--- config.mk ---
export PLATFORM = sky130hd
export DESIGN_NAME = cond_code_decoder_flat
export DESIGN_NICKNAME = d
export VERILOG_FILES = /design/src/rtl/cond_pkg.sv /design/src/rtl/cond_code_decoder_if.sv /design/src/rtl/cond_vote.sv /design/src/rtl/cond_code_decoder.sv /design/src/flat_wrapper.sv
export SDC_FILE = /design/constraint.sdc
export NUM_CORES = 1
export LEC_CHECK = 0
export BUFFER_PORTS_ARGS = -buffer_cell sky130_fd_sc_hd__buf_2
export CAP_MARGIN = 5
export CORE_MARGIN = 2
export CORE_UTILIZATION = 50
export DETAILED_ROUTE_END_ITERATION = 12
export PLACE_DENSITY = 0.73
export SYNTH_ARGS = -nofsm -noshare
export SYNTH_HDL_FRONTEND = slang
export SYNTH_SLANG_ARGS = --single-unit
--- constraint.sdc ---
create_clock -name clk -period 2.7 [get_ports clk]
set_clock_uncertainty 0.15 [all_clocks]
set_input_delay 0.135 -clock clk [delete_from_list [all_inputs] [get_ports clk]]
set_output_delay 0.135 -clock clk [all_outputs]
set_load 0.05 [all_outputs]
--- src/rtl/cond_pkg.sv ---
// Shared definitions for the condition-code decoder: encoder map offsets,
// decoder FSM states and the inverse-map helper.
package cond_pkg;

  localparam logic [1:0] IF_OFS   = 2'd1;
  localparam logic [1:0] CASE_OFS = 2'd3;
  localparam logic [1:0] TERN_OFS = 2'd2;

  typedef enum logic {
    RUN   = 1'b0,
    FAULT = 1'b1
  } state_t;

  // Inverse of an encoder map: the 2-bit subtraction wraps mod 4 by construction.
  function automatic logic [1:0] decode(input logic [1:0] code, input logic [1:0] ofs);
    return code - ofs;
  endfunction

endpackage

--- src/rtl/cond_code_decoder_if.sv ---
// Encoder-to-decoder symbol bus plus the decoded-result and statistics outputs.
// master drives symbols and accepts results; slave is the decoder.
interface cond_code_decoder_if #(
  parameter int CNT_W = 8
);
  logic             in_valid;
  logic             in_ready;
  logic [1:0]       code_if;
  logic [1:0]       code_case;
  logic [1:0]       code_tern;
  logic             out_valid;
  logic             out_ready;
  logic [1:0]       sel_out;
  logic             corrected;
  logic             uncorrectable;
  logic             fault;
  logic [CNT_W-1:0] corr_cnt;
  logic [CNT_W-1:0] err_cnt;
  logic             clear;

  modport master (
    output in_valid, code_if, code_case, code_tern, out_ready, clear,
    input  in_ready, out_valid, sel_out, corrected, uncorrectable, fault,
           corr_cnt, err_cnt
  );

  modport slave (
    input  in_valid, code_if, code_case, code_tern, out_ready, clear,
    output in_ready, out_valid, sel_out, corrected, uncorrectable, fault,
           corr_cnt, err_cnt
  );

endinterface

--- src/rtl/cond_vote.sv ---
// Inverts the three encoder maps and majority-votes the recovered sel.
// Purely combinational, zero latency; no flow control.
module cond_vote
  import cond_pkg::*;
(
  input  logic [1:0] code_if,
  input  logic [1:0] code_case,
  input  logic [1:0] code_tern,
  output logic [1:0] sel,
  output logic       corrected,
  output logic       uncorrectable
);

  logic [1:0] d_if;
  logic [1:0] d_case;
  logic [1:0] d_tern;

  assign d_if   = decode(code_if, IF_OFS);
  assign d_case = decode(code_case, CASE_OFS);
  assign d_tern = decode(code_tern, TERN_OFS);

  always_comb begin
    sel           = d_if;
    corrected     = 1'b0;
    uncorrectable = 1'b0;
    if ((d_if == d_case) && (d_case == d_tern)) begin
      sel = d_if;
    end else if ((d_if == d_case) || (d_if == d_tern)) begin
      sel       = d_if;
      corrected = 1'b1;
    end else if (d_case == d_tern) begin
      sel       = d_case;
      corrected = 1'b1;
    end else begin
      // No majority: fall back to the if-map value and flag it.
      sel           = d_if;
      uncorrectable = 1'b1;
    end
  end

endmodule

--- src/rtl/cond_code_decoder.sv ---
// Decodes redundant condition codes into sel with error statistics and fault lock-out.
// Latency 1 cycle from accept to out_valid; in_ready drops while output is stalled or in FAULT.
module cond_code_decoder
  import cond_pkg::*;
#(
  parameter int CNT_W     = 8,
  parameter int ERR_LIMIT = 3
) (
  input  logic               clk,
  input  logic               rst_n,
  cond_code_decoder_if.slave bus
);

  localparam logic [CNT_W-1:0] CNT_MAX = '1;
  localparam logic [3:0]       LIMIT   = 4'(ERR_LIMIT);

  logic [1:0] vote_sel;
  logic       vote_corr;
  logic       vote_unc;

  cond_vote u_vote (
    .code_if       (bus.code_if),
    .code_case     (bus.code_case),
    .code_tern     (bus.code_tern),
    .sel           (vote_sel),
    .corrected     (vote_corr),
    .uncorrectable (vote_unc)
  );

  state_t           state_q, state_d;
  logic             out_valid_q, out_valid_d;
  logic [1:0]       sel_q, sel_d;
  logic             corr_q, corr_d;
  logic             unc_q, unc_d;
  logic [CNT_W-1:0] corr_cnt_q, corr_cnt_d;
  logic [CNT_W-1:0] err_cnt_q, err_cnt_d;
  logic [3:0]       consec_q, consec_d;
  logic             in_ready;
  logic             accept;

  assign in_ready = (state_q == RUN) && (!out_valid_q || bus.out_ready);
  assign accept   = bus.in_valid && in_ready;

  always_comb begin
    out_valid_d = out_valid_q;
    sel_d       = sel_q;
    corr_d      = corr_q;
    unc_d       = unc_q;
    if (accept) begin
      out_valid_d = 1'b1;
      sel_d       = vote_sel;
      corr_d      = vote_corr;
      unc_d       = vote_unc;
    end else if (bus.out_ready) begin
      out_valid_d = 1'b0;
    end
  end

  // clear wins over any same-cycle increment; the accepted symbol still goes out.
  always_comb begin
    corr_cnt_d = corr_cnt_q;
    err_cnt_d  = err_cnt_q;
    consec_d   = consec_q;
    if (bus.clear) begin
      corr_cnt_d = '0;
      err_cnt_d  = '0;
      consec_d   = '0;
    end else if (accept) begin
      if (vote_corr && (corr_cnt_q != CNT_MAX)) corr_cnt_d = corr_cnt_q + 1'b1;
      if (vote_unc && (err_cnt_q != CNT_MAX))   err_cnt_d  = err_cnt_q + 1'b1;
      consec_d = vote_unc ? (consec_q + 4'd1) : 4'd0;
    end
  end

  always_comb begin
    state_d = state_q;
    case (state_q)
      RUN: begin
        if (!bus.clear && accept && vote_unc && ((consec_q + 4'd1) >= LIMIT)) begin
          state_d = FAULT;
        end
      end
      FAULT: begin
        if (bus.clear) state_d = RUN;
      end
      default: state_d = RUN;
    endcase
  end

  always_ff @(posedge clk or negedge rst_n) begin
    if (!rst_n) begin
      state_q <= RUN;
    end else begin
      state_q <= state_d;
    end
  end

  always_ff @(posedge clk or negedge rst_n) begin
    if (!rst_n) begin
      out_valid_q <= 1'b0;
      sel_q       <= 2'd0;
      corr_q      <= 1'b0;
      unc_q       <= 1'b0;
      corr_cnt_q  <= '0;
      err_cnt_q   <= '0;
      consec_q    <= 4'd0;
    end else begin
      out_valid_q <= out_valid_d;
      sel_q       <= sel_d;
      corr_q      <= corr_d;
      unc_q       <= unc_d;
      corr_cnt_q  <= corr_cnt_d;
      err_cnt_q   <= err_cnt_d;
      consec_q    <= consec_d;
    end
  end

  assign bus.in_ready      = in_ready;
  assign bus.out_valid     = out_valid_q;
  assign bus.sel_out       = sel_q;
  assign bus.corrected     = corr_q;
  assign bus.uncorrectable = unc_q;
  assign bus.fault         = (state_q == FAULT);
  assign bus.corr_cnt      = corr_cnt_q;
  assign bus.err_cnt       = err_cnt_q;

endmodule
--- src/flat_wrapper.sv ---
// flat-port wrapper written by rule: the top's interface ports become plain ports
module cond_code_decoder_flat import cond_pkg::*;
#(
  parameter int CNT_W     = 8,
  parameter int ERR_LIMIT = 3
)
  (clk, rst_n, bus_in_valid, bus_code_if, bus_code_case, bus_code_tern, bus_out_ready, bus_clear, bus_in_ready, bus_out_valid, bus_sel_out, bus_corrected, bus_uncorrectable, bus_fault, bus_corr_cnt, bus_err_cnt);
  cond_code_decoder_if #(.CNT_W(CNT_W)) bus_i ();
  input  logic clk;
  input  logic rst_n;
  input wire logic [$bits(bus_i.in_valid)-1:0] bus_in_valid;
  input wire logic [$bits(bus_i.code_if)-1:0] bus_code_if;
  input wire logic [$bits(bus_i.code_case)-1:0] bus_code_case;
  input wire logic [$bits(bus_i.code_tern)-1:0] bus_code_tern;
  input wire logic [$bits(bus_i.out_ready)-1:0] bus_out_ready;
  input wire logic [$bits(bus_i.clear)-1:0] bus_clear;
  output wire logic [$bits(bus_i.in_ready)-1:0] bus_in_ready;
  output wire logic [$bits(bus_i.out_valid)-1:0] bus_out_valid;
  output wire logic [$bits(bus_i.sel_out)-1:0] bus_sel_out;
  output wire logic [$bits(bus_i.corrected)-1:0] bus_corrected;
  output wire logic [$bits(bus_i.uncorrectable)-1:0] bus_uncorrectable;
  output wire logic [$bits(bus_i.fault)-1:0] bus_fault;
  output wire logic [$bits(bus_i.corr_cnt)-1:0] bus_corr_cnt;
  output wire logic [$bits(bus_i.err_cnt)-1:0] bus_err_cnt;
  assign bus_i.in_valid = bus_in_valid;
  assign bus_i.code_if = bus_code_if;
  assign bus_i.code_case = bus_code_case;
  assign bus_i.code_tern = bus_code_tern;
  assign bus_i.out_ready = bus_out_ready;
  assign bus_i.clear = bus_clear;
  assign bus_in_ready = bus_i.in_ready;
  assign bus_out_valid = bus_i.out_valid;
  assign bus_sel_out = bus_i.sel_out;
  assign bus_corrected = bus_i.corrected;
  assign bus_uncorrectable = bus_i.uncorrectable;
  assign bus_fault = bus_i.fault;
  assign bus_corr_cnt = bus_i.corr_cnt;
  assign bus_err_cnt = bus_i.err_cnt;
  cond_code_decoder #(.CNT_W(CNT_W), .ERR_LIMIT(ERR_LIMIT)) u_core (.clk(clk), .rst_n(rst_n), .bus(bus_i));
endmodule
==> flow_metrics.env <==
export IMPL_cp_cell_sequence="ha_1 > inv_1 > or3_1 > and3_1 > a32oi_2 > mux2i_1 > nor2_1"
export IMPL_critPathKind="flop to flop"
export IMPL_tightest_slew_ps=938
export IMPL_synth_fp_nets=197
export IMPL_setup_violations=0
export IMPL_drive_above_1_share=0.238
export IMPL_fin_cells=256
export IMPL_power_frac_seq=0.500
export IMPL_maxCapViolations=0
export IMPL_ir_drop_mv=0.170
export IMPL_rows=21
export IMPL_comb_power_share=0.263
export IMPL_fillers=327
export IMPL_antenna_found_initial=0
export IMPL_syn_to_final_growth_pct=10.5
export IMPL_worst_r2r_path_depth=7
export IMPL_yosysWarningCount=0
export IMPL_synth_cells=182
export IMPL_cp_required_ps=2770
export IMPL_status="complete, no violations"
export IMPL_drtPass1Iterations=4
export IMPL_synth_seq_cells=26
export IMPL_drc=0
export IMPL_vias_per_cell=5.36
export IMPL_num_antenna_cells=0
export IMPL_post_route_util=0.572
export IMPL_place_ws_ps=365
export IMPL_final_area_um2=1890
export IMPL_postSynthAreaPerCell_um2=9.42
export IMPL_dpl_hpwl_um=2290
export IMPL_cp_end_kind="flop"
export IMPL_core_area_um2=3310
export IMPL_r2r_start="u_core.bus.corr_cnt[0]"
export IMPL_grt_pass1_wl_um=5550
export IMPL_fin_setup_tns_ps=0
export IMPL_critPathLaunch="u_core.bus.corr_cnt[0]"
export IMPL_dieHeight_um=62.6
export IMPL_dieWidth_um=62.6
export IMPL_cp_slowest_stage_delay_ps=460
export IMPL_synth_top_area_frac=0.380
export IMPL_setup_ws_ps=349
export IMPL_p_int_w=0.000560
export IMPL_hold_violations=0
export IMPL_grtUsageTotal=0.176
export IMPL_synth_area_um2=1710
export IMPL_r2r_end="u_core.bus.corr_cnt[1]"
export IMPL_finalNetCount=226
export IMPL_ctsResizeCount=0
export IMPL_postCtsSetupBuffers=0
export IMPL_crit_path_max_fanout=10
export IMPL_p_leak_nw=0.860
export IMPL_clock_latency_ps=330
export IMPL_grt_setup_unrepaired="no"
export IMPL_r2r_setup_slack_ps=350
export IMPL_port_buffer_count=33
export IMPL_synth_area_leaders="dfrtp_1 38%, xnor2_1 5.6%, nor2_1 4.4%, mux2i_1 3.5%, a21oi_1 3.2%"
export IMPL_drt_iter0_markers=48
export IMPL_hp_class="primary input to flop"
export IMPL_io_pins=34
export IMPL_synth_edff_count=0
export IMPL_synth_ff_type="dfrtp_1"
export IMPL_min_period_ps=2350
export IMPL_post_route_period_util=0.871
export IMPL_max_freq_mhz=425
export IMPL_regArea_um2=651
export IMPL_startpoint_type="flop"
export IMPL_start_util=0.518
export IMPL_powerDensity_nw_per_um2=447
export IMPL_cts_root_buffer="clkbuf_4"
export IMPL_fp_dieArea_um2=3910
export IMPL_wl_um=3150
export IMPL_relSlewSlack=0.372
export IMPL_placed_cell_area_um2=1840
export IMPL_cts_buffer_depth=2
export IMPL_cts_tree="yes"
export IMPL_grt_pass1_vias=1246
export IMPL_vias=1373
export IMPL_synth_cell_types=48
export IMPL_grt_max_degree=27
export IMPL_p_sw_frac=0.338
export IMPL_wl_per_cell_um=12.3
export IMPL_clkPwrFrac=0.236
export IMPL_synth_common_cells="26 x dfrtp_1, 20 x nor2_1, 13 x nand2_1"
export IMPL_cts_inserted_buffers=3
export IMPL_cp_arrival_ps=2420
export IMPL_grt_overflow_total=0
export IMPL_gp_congestion=0.788
export IMPL_synth_most_common_cell="dfrtp_1"
export IMPL_p_sw_w=0.000286
export IMPL_crit_path_top_delay_cell="dfrtp_1"
export IMPL_ys_seq_area_frac=0.380
export IMPL_synth_top_cell_by_area="dfrtp_1"
export IMPL_clkSlewWorstSetupHoldPaths_ps=140
export IMPL_cts_max_level=1
export IMPL_critPathCapture="u_core.bus.corr_cnt[1]"
export IMPL_ys_async_sr_fraction=1.00
export IMPL_cts_sinks=26
export IMPL_slew_violations=0
export IMPL_dp_cells=250
export IMPL_antenna_left=0
export IMPL_multi_input_area_um2=946
## kinds of logic (layout without fill, tap and decap cells)
group / Yosys count / in the layout / synth area share
simple gates: 79 / 79 / 0.255
compound gates: 34 / 34 / 0.133
flops: 26 / 26 / 0.380
xor+xnor: 17 / 17 / 0.0869
buf+inv: 15 / 43 / 0.0686
mux: 7 / 7 / 0.0482
fa+ha+maj: 4 / 4 / 0.0292
## final cells by class
cell class | instances | area share
clock buffers | 4 | 0.0192
inverters | 3 | 0.00594
multi-input cells | 141 | 0.499
flip-flops and latches | 26 | 0.343
well taps | 46 | 0.0304
repair buffers | 36 | 0.102
## through the flow
stage,power [W],hold slack [ps]
6_report,0.000846,44.3
5_1_grt,0.000899,42.0
4_1_cts,0.000852,47.4
3_5_place_dp,0.000655,21.3
3_3_place_gp,0.000652,19.8
2_1_floorplan,0.000610,-311
## sequential cells by signal (all words and copies together), names as in the netlist
name                      count
u_core.bus.out_valid          1
u_core.bus.sel_out            2
u_core.bus.uncorrectable      1
u_core.bus.fault              1
u_core.consec_q               4
u_core.bus.corr_cnt           8
u_core.bus.corrected          1
u_core.bus.err_cnt            8
## layer usage
layer	vias up	GRT usage	routed length, um
li1	704	-	-
met1	646	0.231	1560
met2	21	0.297	1500
met3	2	0.0270	64
met4	0	0.0583	26
met5	-	0	0
## critical path, delay by kind of cell (launching register included)
family | cells | cell delay, ps
compound gates | 1 | 410
mux | 1 | 240
simple gates | 3 | 660
buf+inv | 1 | 90
flops | 1 | 460
fa+ha+maj | 1 | 240
## cell usage in the layout (no fill, tap or decap), types with 6 or more instances in the layout
cell type | synthesis | routed
buf_2 | 1 | 33
nor3_1 | 7 | 7
a21oi_1 | 11 | 11
xor2_1 | 6 | 6
nand2_1 | 13 | 13
nand3_1 | 7 | 7
o21ai_0 | 11 | 11
dfrtp_1 | 26 | 26
nor2_1 | 20 | 20
mux2i_1 | 6 | 6
xnor2_1 | 11 | 11
## power groups by stage
stage / logic, W / registers (W) / clock network, W
2_1_floorplan: 0.000119 / 0.000491 / 0
5_1_grt: 0.000244 / 0.000427 / 0.000228
3_5_place_dp: 0.000223 / 0.000431 / 0
6_report: 0.000223 / 0.000423 / 0.000200
3_3_place_gp: 0.000222 / 0.000430 / 0
4_1_cts: 0.000226 / 0.000424 / 0.000203
## what timing repair did
action                                 4_1_cts  5_1_grt
hold buffers                                 2        0
setup endpoints to repair                    0        0
endpoints found under the hold margin       27        0
## how the worst min path moves through the flow
stage,start,endpoint,slack [ps],depth (start not counted)
floorplan,rst_n,u_core.bus.corr_cnt[0],-310,0
global placement,rst_n,u_core.bus.err_cnt[6],20,1
detailed placement,rst_n,u_core.bus.err_cnt[6],20,1
CTS,bus_code_case[0],u_core.bus.sel_out[0],50,3
global route,bus_clear,u_core.consec_q[1],40,2
finish,bus_code_case[0],u_core.bus.sel_out[0],40,3
No activity file was read; power rests on OpenSTA's default activity.
